<file path="config.mk">
export PLATFORM = sky130hd
export DESIGN_NAME = seg_scan_ctrl
export DESIGN_NICKNAME = d
export VERILOG_FILES = /design/src/rtl/seg_scan_ctrl.sv
export SDC_FILE = /design/constraint.sdc
export NUM_CORES = 1
export LEC_CHECK = 0
export CORE_MARGIN = 8
export CORE_UTILIZATION = 55
export DETAILED_ROUTE_END_ITERATION = 10
export PLACE_DENSITY = 0.79
export SYNTH_ARGS = -nofsm -noshare
export SYNTH_HDL_FRONTEND = slang
export SYNTH_SLANG_ARGS = --single-unit
</file>
<file path="constraint.sdc">
create_clock -name clk -period 5.65 [get_ports clk]
set_clock_uncertainty 0.1 [all_clocks]
set_input_delay 0.565 -clock clk [delete_from_list [all_inputs] [get_ports clk]]
set_output_delay 0.565 -clock clk [all_outputs]
set_load 0.01 [all_outputs]
</file>
<file path="src/rtl/seg_scan_ctrl.sv">
// Seven-segment scan controller: one digit per slot, guard blanking, frame-boundary commit.
// Optional feature macro: LEADING_ZERO_BLANK_EN (blank leading zero digits above digit 0).
module seg_scan_ctrl #(
   parameter int unsigned CLK_HZ  = 100_000_000,
   parameter int unsigned SLOT_HZ = 1000,
   parameter int unsigned DIGITS  = 8,
   parameter int unsigned GUARD   = 100
) (
   input  logic                  clk,
   input  logic                  rst,
   input  logic                  upd,
   input  logic [4*DIGITS-1:0]   data_in,
   input  logic [DIGITS-1:0]     dp_in,
   input  logic [DIGITS-1:0]     en_in,
   output logic [DIGITS-1:0]     an,
   output logic [7:0]            seg,
   output logic                  frame_done,
   output logic                  pending
);

   localparam int unsigned DIV  = CLK_HZ / SLOT_HZ;
   localparam int unsigned CntW = (DIV > 1) ? $clog2(DIV) : 1;
   localparam int unsigned IdxW = $clog2(DIGITS);

   localparam logic [CntW-1:0] CntLast  = CntW'(DIV - 1);
   localparam logic [CntW-1:0] CntGuard = CntW'(GUARD);
   localparam logic [IdxW-1:0] IdxLast  = IdxW'(DIGITS - 1);

   typedef enum logic [0:0] {StGuard, StOn} state_e;

   state_e                st_q, st_d;
   logic [CntW-1:0]       cnt_q, cnt_d;
   logic [IdxW-1:0]       idx_q, idx_d;
   logic [4*DIGITS-1:0]   sh_data_q, sh_data_d, act_data_q, act_data_d;
   logic [DIGITS-1:0]     sh_dp_q, sh_dp_d, act_dp_q, act_dp_d;
   logic [DIGITS-1:0]     sh_en_q, sh_en_d, act_en_q, act_en_d;
   logic                  pend_q, pend_d;
   logic                  fd_q, fd_d;
   logic [DIGITS-1:0]     an_q, an_d;
   logic [7:0]            seg_q, seg_d;
   logic                  wrap;
   logic [3:0]            nib;
   logic [DIGITS-1:0]     lz_blank;

   function automatic logic [6:0] hex7(input logic [3:0] v);
      logic [6:0] s;
      unique case (v)
         4'h0: s = 7'h3F;
         4'h1: s = 7'h06;
         4'h2: s = 7'h5B;
         4'h3: s = 7'h4F;
         4'h4: s = 7'h66;
         4'h5: s = 7'h6D;
         4'h6: s = 7'h7D;
         4'h7: s = 7'h07;
         4'h8: s = 7'h7F;
         4'h9: s = 7'h6F;
         4'hA: s = 7'h77;
         4'hB: s = 7'h7C;
         4'hC: s = 7'h39;
         4'hD: s = 7'h5E;
         4'hE: s = 7'h79;
         4'hF: s = 7'h71;
      endcase
      return s;
   endfunction

   // Slot timing, FSM phase and double-buffer commit.
   always_comb begin
      cnt_d      = cnt_q;
      idx_d      = idx_q;
      wrap       = 1'b0;
      sh_data_d  = sh_data_q;
      sh_dp_d    = sh_dp_q;
      sh_en_d    = sh_en_q;
      act_data_d = act_data_q;
      act_dp_d   = act_dp_q;
      act_en_d   = act_en_q;
      pend_d     = pend_q;

      if (cnt_q == CntLast) begin
         cnt_d = '0;
         if (idx_q == IdxLast) begin
            idx_d = '0;
            wrap  = 1'b1;
         end else begin
            idx_d = idx_q + 1'b1;
         end
      end else begin
         cnt_d = cnt_q + 1'b1;
      end

      st_d = (cnt_d < CntGuard) ? StGuard : StOn;

      if (upd) begin
         sh_data_d = data_in;
         sh_dp_d   = dp_in;
         sh_en_d   = en_in;
         pend_d    = 1'b1;
      end

      // An upd landing on the wrap edge bypasses the shadow straight into the active set.
      if (wrap) begin
         if (upd) begin
            act_data_d = data_in;
            act_dp_d   = dp_in;
            act_en_d   = en_in;
            pend_d     = 1'b0;
         end else if (pend_q) begin
            act_data_d = sh_data_q;
            act_dp_d   = sh_dp_q;
            act_en_d   = sh_en_q;
            pend_d     = 1'b0;
         end
      end

      fd_d = wrap;
   end

`ifdef LEADING_ZERO_BLANK_EN
   logic zero_above;

   always_comb begin
      lz_blank   = '0;
      zero_above = 1'b1;
      for (int i = DIGITS - 1; i >= 1; i--) begin
         zero_above  = zero_above & (act_data_d[4*i +: 4] == 4'h0);
         lz_blank[i] = zero_above & ~act_dp_d[i];
      end
   end
`else
   assign lz_blank = '0;
`endif

   // Outputs are computed from next-state values so the registered an/seg track registered cnt.
   always_comb begin
      an_d  = '0;
      seg_d = '0;
      nib   = act_data_d[{idx_d, 2'b00} +: 4];
      if (st_d == StOn) begin
         if (act_en_d[idx_d] && !lz_blank[idx_d]) begin
            an_d[idx_d] = 1'b1;
         end
         seg_d = {act_dp_d[idx_d], hex7(nib)};
      end
   end

   always_ff @(posedge clk) begin
      if (rst) begin
         st_q       <= StGuard;
         cnt_q      <= '0;
         idx_q      <= '0;
         sh_data_q  <= '0;
         sh_dp_q    <= '0;
         sh_en_q    <= '0;
         act_data_q <= '0;
         act_dp_q   <= '0;
         act_en_q   <= '0;
         pend_q     <= 1'b0;
         fd_q       <= 1'b0;
         an_q       <= '0;
         seg_q      <= '0;
      end else begin
         st_q       <= st_d;
         cnt_q      <= cnt_d;
         idx_q      <= idx_d;
         sh_data_q  <= sh_data_d;
         sh_dp_q    <= sh_dp_d;
         sh_en_q    <= sh_en_d;
         act_data_q <= act_data_d;
         act_dp_q   <= act_dp_d;
         act_en_q   <= act_en_d;
         pend_q     <= pend_d;
         fd_q       <= fd_d;
         an_q       <= an_d;
         seg_q      <= seg_d;
      end
   end

   assign an         = an_q;
   assign seg        = seg_q;
   assign frame_done = fd_q;
   assign pending    = pend_q;

endmodule

</file>
; ---- Word level (Yosys, flattened, before mapping)
; Memories as Yosys holds them, arrays and structs flattened. A register that Yosys moved wholly into a read port is not among the register bits.
; Index checks and enable logic that the tools add are counted.
[op_classes]
mul = 0
shifts = 1
n_addsub = 2
magnitude_cmp = 3
n_eq_ne = 2
mux = 25
div_mod_pow = 0
n_bitwise = 1
reduce_logical = 5
[ops]
columns = op, n
row1 = $mux 32, 3
row2 = $mux 8, 6
row3 = $shiftx 32x6->4, 1
row4 = $add 17x1->17 const B, 1
row5 = $eq 17x17->1 const B, 1
row6 = $lt 17x7->1 const B, 1
row7 = $mux 17, 1
row8 = $mux 1, 10
row9 = $bmux 1 s3, 2
row10 = $mux 3, 2
row11 = $lt 3x4->1 const B, 1
row12 = $add 3x1->3 const B, 1
row13 = $demux 1 s3, 1
row14 = $eq 3x3->1 const B, 1
row15 = $ge 3x1->1 const B, 1
row16 = $reduce_or 3->1, 1
row17 = $logic_and 1x1->1, 2
row18 = $reduce_or 2->1, 1
row19 = $logic_not 1->1, 1
row20 = $not 1->1, 1
[totals]
latchBits = 0
output_inout_bits = 18
ramBits = 0
romBits = 120
mem_count = 2
regBits = 134
wordCells = 53
[mem_list]
columns = name, depth, word_bits, read_ports, rd_ports_with_merged_regs, wr, line
row1 = (name not given), 16, 7, 1, 1, 0, 47  ; unique case (v)
row2 = (name not given), 8, 1, 1, 0, 0, 141  ; if (act_en_d[idx_d] && !lz_blank[idx_d]) begin

; ---- Logic depth before layout (Yosys ltp)
[depth]
word_depth = 9
ltp_mapped = 16

; ---- Least setup slack after synthesis
; No wires, ideal clock.
[synth_timing]
path_kind = register to register
start = register cnt_q[0]
end = register seg_q[5], in the netlist seg[5]
required_ps = 5431
setup_time_ps = 119
period_less_slack_ps = 3441
setup_slack_ps = 2209
n_path_buf = 3
t_arrival_ps = 3222
path_stages_with_launch = 15
cell_sequence = dfxtp_1 -> ha_1 -> and4_1 -> and4_4 -> nand3_2 -> buf_2 -> buf_2 -> buf_1 -> o22ai_1 -> a21oi_1 -> o22ai_1 -> nor4_1 -> inv_1 -> ha_1 -> o221a_1
[synth_between]
elab_chain_cells = 4
elab_cells_between_ends = 9
[synth_lines]
columns = element, line
row1 = start: declaration, 32  ; logic [CntW-1:0] cnt_q, cnt_d;
row2 = start signal: assignment, 165  ; cnt_q <= cnt_d;
row3 = $add 17x1->17 / $eq 17x17->1 (equally long branches), "90, 81"
row4 = $mux 17 / $mux 1 (equally long branches), 81  ; if (cnt_q == CntLast) begin
row5 = $lt 17x7->1 / $mux 32 (equally long branches), "93, 103"
row6 = $reduce_or 2->1 (no source line) / $shiftx 32x6->4 (equally long branches), --
row7 = end: declaration, 40  ; logic [7:0] seg_q, seg_d;
; Parallel ways exist; a longest one is shown, timed or not.
; A chain may end at the register's enable or synchronous reset.

; ---- Worst setup path in the final report
[layout_timing]
start = register idx_q[1]
end = register seg_q[5], in the netlist seg[5]
[layout_between]
elab_chain_cells = 5
elab_cells_between_ends = 8
[layout_lines]
columns = element, line
row1 = start: declaration, 33  ; logic [IdxW-1:0] idx_q, idx_d;
row2 = start signal: assignment, 166  ; idx_q <= idx_d;
row3 = branches (longest 4 deep; another with $add 3x1->3), --
row4 = $shiftx 32x6->4 (*), 139  ; nib = act_data_d[{idx_d, 2'b00} +: 4];
; Mark *: on every way between the ends.

==> out/metrics.csv <==
stage,metric,value,unit
placed_design,hpwl,11.43,mm
synth,ys_seq_elements,134,
synth,ys_warn_count,0,
global_route,grt_max_degree,107,
synth,avgSynthCellArea,8.946,um2
clock_network,clk_path_buf_depth,2,
global_route,grt_usage,0.2328,
detailed_routing,ant_nets,0,
clock_network,holdBufCountCts,0,
setup_path,cpPeakStageDelay,0.89,ns
detailed_routing,drc,0,
status,run_status,finished clean,
floorplanning,start_util,0.5626,
power_and_ir_drop,fin_total_pwr,2.105,mW
synth,synth_top_cell_area_share,0.4194,
timing,hold_viol_final,0,
floorplanning,std_cell_rows,39,
floorplanning,io_pins,69,
timing,fin_tns_setup,0,ns
synth,yosysUniqueCellTypes,71,
setup_path,cp-start-kind,register,
synth,async_reset_ff_frac,0,
synth,synth.most_common_cell,dfxtp_1,
timing,drv_slew,0,
floorplanning,die-area,15340,um2
timing,tightestPinTransition,1.099,ns
global_route,antenna_found_initial,0,
timing,fmax,240.1,MHz
timing,setup_viol,0,
job,cap_violations,0,
placed_design,portBuffers,68,
floorplanning,die_height,123.8,um
setup_path,critPathTopFamily,simple AND/OR/NAND/NOR gates,
power_and_ir_drop,p_leak,2.874,nW
setup_path,worst_ep_required_time,5.86,ns
global_route,overflow,0,
layout,fin_nets,815,
timing,fin_crit,4.166,ns
clock_network,clock_sinks,134,
floorplanning,die_x,123.8,um
min_path,min_path_type,register to register,
clock_network,clk_pin_slew,0.06,ns
synth,syn_nets,776,
layout,antennaDiodeCount,0,
setup_path,cp-end-kind,register,
clock_network,h-tree-depth,4,
clock_network,cts_tree,yes,
global_route,first_global_vias,5678,
setup_path,path_class,register to register,
power_and_ir_drop,peakVddDrop,0.0002877,V
floorplanning,coreArea,11370,um2
synth,synth_cells,715,
setup_path,cp_slowest_cell,nand3_2,
timing,rsz0062_at_grt,false,
synth,yosysSeqAreaShare,0.4194,
timing,post-route-period-util,0.7373,
clock_network,cts_resized,0,
synth,synth_edf_count,0,
setup_path,path_cells,ha_1 -> ha_1 -> nand3_2 -> o22ai_1 -> o32ai_1 -> a221oi_1 -> nand4b_1 -> inv_1 -> ha_1 -> mux2i_1 -> o221a_1,
setup_path,crit_fanout,43,
setup_path,worstPathArrival,4.38,ns
synth,synthFlopType,dfxtp_1,
synth,netlist_top_cells_count,"134 x dfxtp_1, 109 x nor2_1, 73 x o22ai_1",
clock_network,cts_root_buf,clkbuf_16,
detailed_routing,dr.pass1.iters,5,
detailed_routing,vias,5748,
clock_network,numCtsBuffers,17,
placed_design,gp_congestion,0.8851,
layout,layout-drive-gt1-share,0.07963,
detailed_routing,routedWlPerCell,19.08,um
detailed_routing,routed_wl,17.35,mm
layout,syn_to_final_growth,18.15,%
detailed_routing,drt_iter0_markers,696,
synth,netlist_area,6396,um2
timing,hold-worst-slack,0.3541,ns
clock_network,post_cts_buffers,0,
synth,synth.area.top_cells,"dfxtp_1 42%, mux2i_1 8.5%, o22ai_1 7.1%",
setup_path,cp_num_buf_inv,1,
power_and_ir_drop,powerDensity,278.6,nW/um2
detailed_routing,viasPerCell,6.323,
timing,slew_headroom,0.2673,
clock_network,clkLatencyLatePin,0.42,ns
global_route,grt_pass1_wl,28.10,mm
setup_path,cpMostUsedCell,ha_1,
synth,synth_top_area_cell,dfxtp_1,
## stage by stage
stage,instances,utilization,area [um2],setup slack [ns]
6_report,909,0.6647,7557,1.484
3_3_place_gp,878,0.6190,7038,1.649
5_1_grt,909,0.6647,7557,1.227
4_1_cts,909,0.6647,7557,1.525
3_5_place_dp,878,0.6190,7038,1.493
2_1_floorplan,715,-,6396,2.209
## cell type report
type                    count  area [um2]
fillers                   910        3812
multi-input cells         520        3428
flip-flops and latches    134        2683
repair buffers             75       725.7
clock buffers              22       464.2
well taps                 143       178.9
clock inverters             9       55.05
inverters                   6       22.52
## path summary, 6_finish.rpt
path	slack, ns	cells past startpoint	end	startpoint
max reg2reg	1.48	11	seg[5]$_SDFF_PP0_	idx_q[1]$_SDFF_PP0_
min	0.35	1	cnt_q[0]$_SDFF_PP0_	cnt_q[0]$_SDFF_PP0_
min reg2reg	0.35	1	cnt_q[0]$_SDFF_PP0_	cnt_q[0]$_SDFF_PP0_
max	1.48	11	seg[5]$_SDFF_PP0_	idx_q[1]$_SDFF_PP0_
## power breakdown
part	internal [mW]	switching (mW)	total, mW
registers	0.968	0.0154	0.984
logic	0.0707	0.0719	0.143
clock network	0.575	0.403	0.979
total	1.61	0.491	2.11
## routing by layer
metal  GRT usage  vias up  part of all wire
met4     0.09105        0             0.027
met5           0        -                 0
li1            -     2712                 -
met2      0.3960      252              0.49
met3     0.06165       52             0.074
met1      0.2744     2732              0.41
## registers in the layout, summed over array words and instances (netlist names)
register	cells
act_data_q	32
seg	8
act_en_q	8
frame_done	1
an	8
idx_q	3
act_dp_q	8
sh_data_q	32
sh_en_q	8
cnt_q	17
sh_dp_q	8
pending	1
## logic make-up after synthesis
| family | synth area share |
|---|---|
| flops | 0.4194 |
| compound gates | 0.2050 |
| xor+xnor | 0.02465 |
| simple gates | 0.2023 |
| buf+inv | 0.04460 |
| mux | 0.08451 |
| fa+ha+maj | 0.01956 |
## layout by cell type, fill, tap and decap left out, drive strengths merged, types with 5 or more instances in the layout
master	n
dfxtp	134
nor2	109
o22ai	73
clkdlybuf4s50	66
mux2i	54
nor2b	36
a21oi	35
nand2	22
clkbuf	22
nor3	17
xor2	11
ha	10
nand3	10
o21ai	10
nor4	9
a31oi	9
buf	9
o221a	9
o22a	8
and2	8
xnor2	7
nand2b	6
o32ai	6
a211oi	6
a221oi	6
clkinv	6
or3	5
inv	5
and3	5
nand4	5
Power figures use the tool's default switching activity.
==> RTL edit, RTL diff (config.mk and constraints unchanged) <==
`sh_data_q`, `sh_dp_q`, `sh_en_q`, `act_data_q` and `an_q` no longer have a reset.
--- a/src/rtl/seg_scan_ctrl.sv
+++ b/src/rtl/seg_scan_ctrl.sv
@@ -150,31 +150,29 @@
          st_q       <= StGuard;
          cnt_q      <= '0;
          idx_q      <= '0;
-         sh_data_q  <= '0;
-         sh_dp_q    <= '0;
-         sh_en_q    <= '0;
-         act_data_q <= '0;
          act_dp_q   <= '0;
          act_en_q   <= '0;
          pend_q     <= 1'b0;
          fd_q       <= 1'b0;
-         an_q       <= '0;
          seg_q      <= '0;
       end else begin
          st_q       <= st_d;
          cnt_q      <= cnt_d;
          idx_q      <= idx_d;
-         sh_data_q  <= sh_data_d;
-         sh_dp_q    <= sh_dp_d;
-         sh_en_q    <= sh_en_d;
-         act_data_q <= act_data_d;
          act_dp_q   <= act_dp_d;
          act_en_q   <= act_en_d;
          pend_q     <= pend_d;
          fd_q       <= fd_d;
-         an_q       <= an_d;
          seg_q      <= seg_d;
       end
+   end
+
+   always_ff @(posedge clk) begin
+      sh_data_q  <= sh_data_d;
+      sh_dp_q    <= sh_dp_d;
+      sh_en_q    <= sh_en_d;
+      act_data_q <= act_data_d;
+      an_q       <= an_d;
    end
 
    assign an         = an_q;
Function: no difference found for any inputs over 10 cycles, from zero or initial values and one cycle with rst high; that may be too few to reach the edited logic, so the function may still have changed.
==> RTL edit against the unedited design <==
Sequential cell count did not move; sequential share of layout area rose by 5.7 points; final cell count fell by 3.0%; power rose by 7.8%; design area rose by 1.6%; combinational power fell by 33%; wire length fell by 4.3%; synthesized area fell by 0.39%; setup slack got worse by 260 ps; global-route usage fell by 1.1 points; critical path type unchanged; largest cell class is now sequential cells.
==> RTL edit: results (changes against the unedited design) <==
* Signal inverters at 21 (+15)
* Data buffer area share at 0.0988 (+0.00277)
* Cells after DPL at 850 (-3.2%)
* Post-Synth XOR/XNOR Area at 0.0179 (-0.00678)
* Hold_sp: act_data_q[29]$_DFF_P_
* WL met3 at 1420 um (+11%)
* Post-synthesis cell type count at 65 (-8.5%)
* Reg area at 0.00316 mm^2 (+18%)
* Logic pwr share at 0.042 (-0.026)
* Clock network power at 1.13 mW (+15%)
* Largest net degree at the start of global routing at 53 (-50%)
* Fill cell count at 885 (-2.7%)
* Status: finished, final reports clean
* Vias in the first global route at 5327 (-6.2%)
* Synth cell count leaders: nor2_1, dfxtp_1, edfxtp_1, nand2_1, a21oi_1
* DR vias at 5532 (-3.8%)
* FF+latch count at 134 (unchanged)
* Syn_nets at 738 (-4.9%)
* P_comb at 96.3 uW (-33%)
* Met2 routed WL at 7880 um (-7.5%)
* Avg Inst Size Synth at 9.41 um^2 (+5.2%)
* Total Nets Final at 787 (-3.4%)
* CP Max Fanout at 19 (-56%)
* Data arrival, critical path at 4680 ps (+300 ps)
* GR Util met1 at 0.271 (-0.00309)
* Met3 usage at 0.0639 (+0.00227)
* Ranking of synthesized cells by area: dfxtp_1, edfxtp_1, nor2_1
[RTL edit: worst max path at each step]
stage	start	endpoint	slack (ps)	cells after the start
6_report	idx_q[0]$_SDFF_PP0_	seg[3]$_SDFF_PP0_	1220	14
4_1_cts	idx_q[0]$_SDFF_PP0_	seg[3]$_SDFF_PP0_	1350	14
3_3_place_gp	cnt_q[0]$_SDFF_PP0_	seg[3]$_SDFF_PP0_	1670	14
3_5_place_dp	idx_q[0]$_SDFF_PP0_	seg[3]$_SDFF_PP0_	1400	14
5_1_grt	idx_q[0]$_SDFF_PP0_	seg[3]$_SDFF_PP0_	940	14
2_1_floorplan	cnt_q[0]$_SDFF_PP0_	seg[3]$_SDFF_PP0_	2210	16
[RTL edit: worst max-delay path, cell delays in order, from the launching register on]
cell	delay [ps]
dfxtp_1	550
ha_1	230
ha_1	600
nand2_1	360
nor2_2	690
a22oi_1	170
nand2_1	130
a22oi_1	90
and4_1	340
ha_1	310
inv_1	90
a31o_2	110
a21oi_1	40
a221o_1	310
a211oi_2	200
